<file path="src/rtl/arb_pkg.sv">
// Shared types and constants for the round-robin / fixed-priority bus arbiter.
package arb_pkg;

  typedef enum logic [0:0] {IDLE, BUSY} arb_state_t;

  localparam logic ARB_MODE_FIXED = 1'b0;
  localparam logic ARB_MODE_RR    = 1'b1;

endpackage

</file>
<file path="src/rtl/arb_rr_pick.sv">
// Combinational winner select: rotate requests so the search starts at the
// highest-priority slot, priority-encode, then un-rotate back to a real index.
// In fixed mode the search always starts at index 0.
module arb_rr_pick import arb_pkg::*; #(
  parameter int unsigned N = 4,
  localparam int unsigned NW = $clog2(N)
) (
  input  logic [N-1:0]  req,
  input  logic [NW-1:0] last,
  input  logic          rr_mode,
  output logic [N-1:0]  win_onehot,
  output logic [NW-1:0] win_idx,
  output logic          any
);

  logic [2*N-1:0] req2;
  logic [N-1:0]   rot;
  logic [NW-1:0]  start;
  logic [NW-1:0]  k;
  logic [NW:0]    pos;

  // Rotate / priority-encode / un-rotate.
  always_comb begin
    start = '0;
    if (rr_mode == ARB_MODE_RR) begin
      start = (last == NW'(N - 1)) ? '0 : last + NW'(1);
    end
    // Doubling the vector turns the rotation into a plain right shift.
    req2 = {req, req};
    rot  = N'(req2 >> start);
    any  = 1'b0;
    k    = '0;
    for (int i = 0; i < N; i++) begin
      if (!any && rot[i]) begin
        any = 1'b1;
        k   = NW'(i);
      end
    end
    pos = {1'b0, start} + {1'b0, k};
    if (pos >= (NW + 1)'(N)) begin
      pos = pos - (NW + 1)'(N);
    end
    win_idx    = pos[NW-1:0];
    win_onehot = '0;
    if (any) begin
      win_onehot = N'(1) << win_idx;
    end
  end

endmodule

</file>
<file path="src/rtl/bus_arbiter_rr.sv">
// N-requester bus arbiter with registered grants held until the owner drops
// its request. Fixed priority or round-robin, chosen per arbitration.
// Optional feature macro: ARB_TIMEOUT_EN -- revokes a grant after HOLD_MAX
// busy cycles when another master is waiting.
module bus_arbiter_rr import arb_pkg::*; #(
  parameter int unsigned N        = 4,
  parameter int unsigned HOLD_MAX = 16,
  localparam int unsigned NW      = $clog2(N)
) (
  input  logic          clk,
  input  logic          rst_n,
  input  logic [N-1:0]  req,
  input  logic          rr_mode,
  output logic [N-1:0]  grant,
  output logic [NW-1:0] grant_num,
  output logic          avbl,
  output logic          timeout
);

  arb_state_t    state_q;
  logic [N-1:0]  grant_q;
  logic [NW-1:0] grant_num_q;
  logic [NW-1:0] last_q;
  logic          avbl_q;

  logic [N-1:0]  win_onehot;
  logic [NW-1:0] win_idx;
  logic          win_any;
  logic          owner_req;

  arb_rr_pick #(
    .N (N)
  ) u_pick (
    .req        (req),
    .last       (last_q),
    .rr_mode    (rr_mode),
    .win_onehot (win_onehot),
    .win_idx    (win_idx),
    .any        (win_any)
  );

  // grant_q is one-hot, so masking with it isolates the owner's request.
  assign owner_req = |(req & grant_q);

`ifdef ARB_TIMEOUT_EN
  localparam int unsigned CW = $clog2(HOLD_MAX + 1);

  logic [CW-1:0] hold_cnt_q;
  logic          timeout_q;
  logic          others_req;
  logic          revoke;

  assign others_req = |(req & ~grant_q);
  assign revoke     = (hold_cnt_q == CW'(HOLD_MAX)) && others_req;
  assign timeout    = timeout_q;
`else
  assign timeout = 1'b0;
`endif

  // Arbitration FSM with registered outputs, pointer and optional hold counter.
  always_ff @(posedge clk or negedge rst_n) begin
    if (!rst_n) begin
      state_q     <= IDLE;
      grant_q     <= '0;
      grant_num_q <= '0;
      avbl_q      <= 1'b1;
      last_q      <= NW'(N - 1);
`ifdef ARB_TIMEOUT_EN
      hold_cnt_q  <= '0;
      timeout_q   <= 1'b0;
`endif
    end else begin
`ifdef ARB_TIMEOUT_EN
      timeout_q <= 1'b0;
`endif
      case (state_q)
        IDLE: begin
          if (win_any) begin
            state_q     <= BUSY;
            grant_q     <= win_onehot;
            grant_num_q <= win_idx;
            avbl_q      <= 1'b0;
            last_q      <= win_idx;
`ifdef ARB_TIMEOUT_EN
            hold_cnt_q  <= CW'(1);
`endif
          end
        end
        BUSY: begin
          if (!owner_req) begin
            state_q     <= IDLE;
            grant_q     <= '0;
            grant_num_q <= '0;
            avbl_q      <= 1'b1;
`ifdef ARB_TIMEOUT_EN
            hold_cnt_q  <= '0;
          end else if (revoke) begin
            // last_q already holds the revoked owner, so it ranks last next round.
            state_q     <= IDLE;
            grant_q     <= '0;
            grant_num_q <= '0;
            avbl_q      <= 1'b1;
            hold_cnt_q  <= '0;
            timeout_q   <= 1'b1;
          end else if (hold_cnt_q != CW'(HOLD_MAX)) begin
            hold_cnt_q  <= hold_cnt_q + CW'(1);
`endif
          end
        end
        default: begin
          state_q <= IDLE;
        end
      endcase
    end
  end

  assign grant     = grant_q;
  assign grant_num = grant_num_q;
  assign avbl      = avbl_q;

endmodule

</file>
<file path="config.mk">
export PLATFORM = sky130hd
export DESIGN_NAME = bus_arbiter_rr
export DESIGN_NICKNAME = d
export VERILOG_FILES = /design/src/rtl/arb_pkg.sv /design/src/rtl/arb_rr_pick.sv /design/src/rtl/bus_arbiter_rr.sv
export SDC_FILE = /design/constraint.sdc
export NUM_CORES = 1
export LEC_CHECK = 0
export CAP_MARGIN = 25
export CORE_UTILIZATION = 37
export DETAILED_ROUTE_END_ITERATION = 12
export SYNTH_ARGS = -nofsm -noshare
export SYNTH_HDL_FRONTEND = slang
export SYNTH_SLANG_ARGS = --single-unit
</file>
<file path="constraint.sdc">
create_clock -name clk -period 3.45 [get_ports clk]
set_input_delay 0.345 -clock clk [delete_from_list [all_inputs] [get_ports clk]]
set_output_delay 0.345 -clock clk [all_outputs]
set_load 0.01 [all_outputs]
</file>
== Word-level counts from Yosys, hierarchy flattened ==
Cells that the tools add are included.
Operators by class
  bitwise operators: 2
  reductions and logical operators: 9
  order comparisons: 1
  shift operators: 2
  mux-type cells: 22
  equal/unequal tests: 3
  add/sub/neg operators: 3
Operator list (count)
  2-bit two-way mux: 7
  1-bit two-way mux: 9
  4-bit two-way mux: 2
  4-bit one-hot mux with 2 select lines: 1
  8-bit by 2-bit >> shifter with 4-bit output: 1
  4-bit AND: 1
  1-bit one-hot mux with 2 select lines: 2
  2-bit one-hot mux with 2 select lines: 1
  2-bit AND reduction: 2
  4-bit OR reduction: 1
  1-bit by 2-bit << shifter with 4-bit output, first input constant: 1
  2-bit by 2-bit adder with 3-bit output: 1
  3-bit greater-or-equal comparator, second input constant: 1
  1-bit logical AND: 3
  1-bit logical NOT: 3
  2-bit by 1-bit adder with 2-bit output, second input constant: 1
  2-bit == test, second input constant: 1
  2-bit by 1-bit != test with 1-bit output, second input constant: 1
  2-bit != test, second input constant: 1
  2-bit by 1-bit subtractor with 2-bit output, second input constant: 1
  1-bit NOT: 1
Word-level totals
  output and inout bits: 8
  register bits after elaboration: 10
  logic and storage cells: 47
  input bits: 7

== Depth between registers and ports, before layout ==
  word-level depth: 20
  mapped depth: 9
  mapped depth without buffers: 9

== Hierarchy ==
A second synthesis with hierarchy kept.
Second synthesis, totals
  cell total of the unflattened synthesis: 79
  area, all modules: 729.4 µm²
By module, submodules not included
  bus_arbiter_rr: times used 1, area an instance 465.4 µm², cells each 45, seq. area each 254.0 µm²
  arb_rr_pick: times used 1, area an instance 264.0 µm², cells each 34, seq. area each 0.0 µm²

== Least setup slack after synthesis ==
OpenSTA, ideal clock, no wires.
  path kind: register to register
  start: register last_q[0]
  end: register grant_q[2] (netlist: grant[2])
  library setup time: 66 ps
  required time: 3384 ps
  arrival time: 2219 ps
  period minus slack after synthesis: 2285 ps
  cell stages (with the launch flop): 10
  buffers on the path: 0
  path slack: 1165 ps
  cell sequence: dfstp_2 ha_1 nand3_1 o21ai_0 a221oi_1 a21oi_1 ha_1 or3_1 o32ai_2 a22o_1
Between the ends
  cells in the longest elaborated chain, start to end: 20
  elaborated cells on any way between the ends: 27
  those cells by class: add/sub: 3; order compare: 1; eq/ne: 2; shift: 2; mux: 12; reduce/logical: 7
Ends and longest elaborated chain
  from (decl): RTL line bus_arbiter_rr.sv:23  | logic [NW-1:0] last_q;
  from (signal assigned): RTL line bus_arbiter_rr.sv:67  | last_q <= NW'(N - 1);
  from (signal assigned): RTL line bus_arbiter_rr.sv:83  | last_q <= win_idx;
  2-bit by 1-bit adder with 2-bit output or 2-bit == test (tied branches): RTL line arb_rr_pick.sv:26  | start = (last == NW'(N - 1)) ? '0 : last + NW'(1);
  2-bit two-way mux (*): RTL line arb_rr_pick.sv:26
  2-bit two-way mux (*): RTL line arb_rr_pick.sv:25  | if (rr_mode == ARB_MODE_RR) begin
  8-bit by 2-bit >> shifter with 4-bit output: RTL line arb_rr_pick.sv:30  | rot = N'(req2 >> start);
  1-bit two-way mux: RTL line arb_rr_pick.sv:34  | if (!any && rot[i]) begin
  1-bit logical NOT: RTL line arb_rr_pick.sv:34
  1-bit logical AND: RTL line arb_rr_pick.sv:34
  1-bit two-way mux: RTL line arb_rr_pick.sv:34
  [4 not listed]
  1-bit logical AND: RTL line arb_rr_pick.sv:34
  2-bit two-way mux: RTL line arb_rr_pick.sv:34
  2-bit by 2-bit adder with 3-bit output: RTL line arb_rr_pick.sv:39  | pos = {1'b0, start} + {1'b0, k};
  3-bit greater-or-equal comparator or 2-bit by 1-bit subtractor with 2-bit output (tied branches): RTL line arb_rr_pick.sv:40, arb_rr_pick.sv:41
  2-bit two-way mux: RTL line arb_rr_pick.sv:40  | if (pos >= (NW + 1)'(N)) begin
  1-bit by 2-bit << shifter with 4-bit output: RTL line arb_rr_pick.sv:46  | win_onehot = N'(1) << win_idx;
  4-bit two-way mux: RTL line bus_arbiter_rr.sv:78  | if (win_any) begin
  4-bit one-hot mux with 2 select lines: RTL line bus_arbiter_rr.sv:76  | case (state_q)
  to (signal assigned): RTL line bus_arbiter_rr.sv:80  | grant_q <= win_onehot;
  to (decl): RTL line bus_arbiter_rr.sv:21  | logic [N-1:0] grant_q;
Every way passes the cells marked *; elsewhere a longest branch is shown, timed or not. The select of a mux whose other input is x is not followed.
A chain may end at the register's enable or synchronous reset.

== Worst setup path after layout ==
  start: input rr_mode
  end: register grant_q[2] (netlist: grant[2])
Between the ends
  cells in the longest elaborated chain, start to end: 18
  elaborated cells on any way between the ends: 24
  those cells by class: add/sub: 2; order compare: 1; eq/ne: 1; shift: 2; mux: 11; reduce/logical: 7
Ends and longest elaborated chain
  from (decl): RTL line bus_arbiter_rr.sv:13  | input logic rr_mode,
  2-bit two-way mux (*): RTL line arb_rr_pick.sv:25
  8-bit by 2-bit >> shifter with 4-bit output: RTL line arb_rr_pick.sv:30
  1-bit two-way mux: RTL line arb_rr_pick.sv:34
  1-bit logical NOT: RTL line arb_rr_pick.sv:34
  1-bit logical AND: RTL line arb_rr_pick.sv:34
  1-bit two-way mux: RTL line arb_rr_pick.sv:34
  1-bit logical NOT: RTL line arb_rr_pick.sv:34
  1-bit logical AND: RTL line arb_rr_pick.sv:34
  [2 not listed]
  1-bit logical AND: RTL line arb_rr_pick.sv:34
  2-bit two-way mux: RTL line arb_rr_pick.sv:34
  2-bit by 2-bit adder with 3-bit output: RTL line arb_rr_pick.sv:39
  3-bit greater-or-equal comparator or 2-bit by 1-bit subtractor with 2-bit output (tied branches): RTL line arb_rr_pick.sv:40, arb_rr_pick.sv:41
  2-bit two-way mux: RTL line arb_rr_pick.sv:40
  1-bit by 2-bit << shifter with 4-bit output: RTL line arb_rr_pick.sv:46
  4-bit two-way mux: RTL line bus_arbiter_rr.sv:78
  4-bit one-hot mux with 2 select lines: RTL line bus_arbiter_rr.sv:76
Marks and branches as above.

==> flow_metrics.env <==
export IMPL_setup_viol=0
export IMPL_post_cts_resized=0
export IMPL_dp_final_hpwl_microns=946
export IMPL_holdBufCountCts=0
export IMPL_grtUsageTotal=0.143
export IMPL_gp_congestion=0.738
export IMPL_hold_violations=0
export IMPL_hold_path_class="input port to asynchronous set/reset pin"
export IMPL_wl_microns=1270
export IMPL_grt_pass1_wl_microns=2010
export IMPL_post_cts_buffers=0
export IMPL_power_mw=0.686
export IMPL_drt_iter0_markers=2
export IMPL_reg2reg_from="last_q[0]$_DFFE_PN1P_"
export IMPL_power_switching_mw=0.257
export IMPL_ant_nets=0
export IMPL_nNetsFinal=83
export IMPL_drt_pass1_iter_count=4
export IMPL_tns_ns=0
export IMPL_synthCells=58
export IMPL_synth_seq_area_share=0.411
export IMPL_power_density_nw_per_um2=866
export IMPL_pin_count=15
export IMPL_path_class="input port to register"
export IMPL_r2r_cells=9
export IMPL_ir_drop_mv=0.380
export IMPL_p_clk_frac=0.155
export IMPL_cellInternalPower_mw=0.429
export IMPL_ctsRootBufferMaster="clkbuf_4"
export IMPL_coreArea_sq_um=1540
export IMPL_drc_errors=0
export IMPL_floorplan_initialDensity=0.401
export IMPL_syn_to_final_growth_pct=28.1
export IMPL_r2r_end="grant[2]$_DFFE_PN0P_"
export IMPL_leakage_nw=0.342
export IMPL_rows=14
export IMPL_final_cell_mix="clkdlybuf4s50_1, dfrtp_1, inv_1, a21oi_1, a22o_1"
export IMPL_cts_sinks=10
export IMPL_die_x_microns=42.9
export IMPL_die_h_microns=42.9
export IMPL_layout_drive_gt1_share=0.219
export IMPL_io_buffers=13
export IMPL_arrival_ns=2.70
export IMPL_antenna_found_initial=0
export IMPL_synth_warnings=0
export IMPL_avgSynthCellArea_sq_um=10.7
export IMPL_cts_buffer_depth=2
export IMPL_cts_htree_levels=1
export IMPL_ys_types=32
export IMPL_seq_power_share=0.319
export IMPL_slew_viol_final=0
export IMPL_cp_end_kind="register"
export IMPL_clk_pin_slew_ns=0.07
export IMPL_outcome="complete, no violations"
export IMPL_p_sw_frac=0.375
export IMPL_synth_seq_cells=10
export IMPL_cp_start_kind="input port"
export IMPL_synth_cell_area_sq_um=618
export IMPL_crit_start="rr_mode"
export IMPL_r2r_setup_slack_ns=0.97
export IMPL_avgRoutedWirePerCell_microns=14.3
export IMPL_dieArea_sq_um=1840
export IMPL_post_route_period_util=0.724
export IMPL_viasPerCell=5.75
export IMPL_antennaDiodeCount=0
export IMPL_required_ns=3.65
export IMPL_synth_fp_nets=67
export IMPL_grt_ovfl_total=0
export IMPL_fin_skew_ns=0.00558
export IMPL_vias=512
export IMPL_rsz0062_at_grt="false"
export IMPL_cts_inserted_buffers=3
export IMPL_grt_pass1_vias=464
export IMPL_final_common_cell="clkdlybuf4s50_1"
export IMPL_p_comb_frac=0.526
export IMPL_max_cap_violations=0
export IMPL_grt_max_degree=11
export IMPL_cts_tree="built"
export IMPL_fin_crit_ns=2.50
export IMPL_cp_max_fo=7
export IMPL_clock_latency_ns=0.27
export IMPL_max_clock_freq_mhz=400
-- cell families after synthesis --
group	Yosys count	share of synthesized area
other	1	0.00607
muxes	1	0.0182
and+or+nand+nor	16	0.162
adders and majority gates	2	0.0405
AOI/OAI and AO/OA	22	0.318
buffers and inverters	6	0.0445
DFF	10	0.411
-- critical path: stages --
cell and delay, ns:
clkdlybuf4s50_1 0.58, or3b_4 0.46, a221oi_1 0.22, a21oi_1 0.07, ha_1 0.24, or3_1 0.39, o32ai_2 0.22, a22o_1 0.18
-- layer usage --
| metal | track usage | share of wire | up-vias |
|---|---|---|---|
| met1 | 0.202 | 0.53 | 247 |
| met4 | 0.0563 | 0 | 0 |
| met2 | 0.221 | 0.43 | 10 |
| li1 | - | - | 255 |
| met5 | 0 | 0 | - |
| met3 | 0.0170 | 0.038 | 0 |
-- worst max path at each step --
stage                           endpoint  cells past startpoint
floorplan           grant[2]$_DFFE_PN0P_                      9
global placement    grant[3]$_DFFE_PN0P_                      8
detailed placement  grant[2]$_DFFE_PN0P_                      8
CTS                 grant[2]$_DFFE_PN0P_                      8
global route        grant[3]$_DFFE_PN0P_                      9
finish              grant[2]$_DFFE_PN0P_                      8
-- area by class of cell --
type / count / area (sq um)
Fill cell: 144 / 749
Timing Repair Buffer: 13 / 130
Tap cell: 16 / 20.0
Multi-Input combinational cell: 42 / 337
Inverter: 4 / 15.0
Clock buffer: 4 / 36.3
Sequential cell: 10 / 254
-- synthesized netlist by cell type --
cell type | number | area (sq um)
dfrtp_1 | 7 | 175
a21oi_1 | 4 | 20.0
a22o_1 | 4 | 35.0
inv_1 | 4 | 15.0
dfstp_2 | 3 | 78.8
nor2_1 | 3 | 11.3
a221oi_1 | 2 | 17.5
a32o_2 | 2 | 22.5
ha_1 | 2 | 25.0
nand2_1 | 2 | 7.51
nand2b_1 | 2 | 12.5
nand3_1 | 2 | 10.0
o21ai_0 | 2 | 10.0
a211oi_2 | 1 | 12.5
a211oi_4 | 1 | 20.0
a21o_1 | 1 | 7.51
a2bb2oi_1 | 1 | 8.76
and4bb_2 | 1 | 12.5
buf_2 | 1 | 5.00
buf_4 | 1 | 7.51
conb_1 | 1 | 3.75
mux2_2 | 1 | 11.3
nor2_2 | 1 | 6.26
nor2b_1 | 1 | 6.26
nor4_1 | 1 | 6.26
nor4bb_1 | 1 | 10.0
o21bai_1 | 1 | 7.51
o32a_1 | 1 | 10.0
o32ai_1 | 1 | 8.76
o32ai_2 | 1 | 16.3
or3_1 | 1 | 6.26
or3b_4 | 1 | 11.3
-- per-stage QoR --
stage	hold WS [ns]	std cells	worst slack, ns	instance area (sq um)	util
2_1_floorplan	0.0494	58	1.17	618	-
3_3_place_gp	0.462	85	0.675	756	0.490
3_5_place_dp	0.472	85	0.686	756	0.490
4_1_cts	0.401	89	0.946	792	0.514
5_1_grt	0.433	89	0.829	792	0.514
6_report	0.386	89	0.951	792	0.514
-- power groups by stage --
stage                     Sequential, mW  Clock, mW  Combinational, mW
after floorplan                    0.228          0              0.232
after global routing               0.225      0.111              0.396
after CTS                          0.219      0.109              0.364
after global placement             0.221          0              0.361
final                              0.219      0.107              0.361
after detailed placement           0.220          0              0.363
-- sequential cells by signal (all words and copies together) (netlist names) --
signal and flops:
state_q 1, avbl 1, grant 4, last_q 2
grant_num 2
No activity file was read; power rests on OpenSTA's default activity.
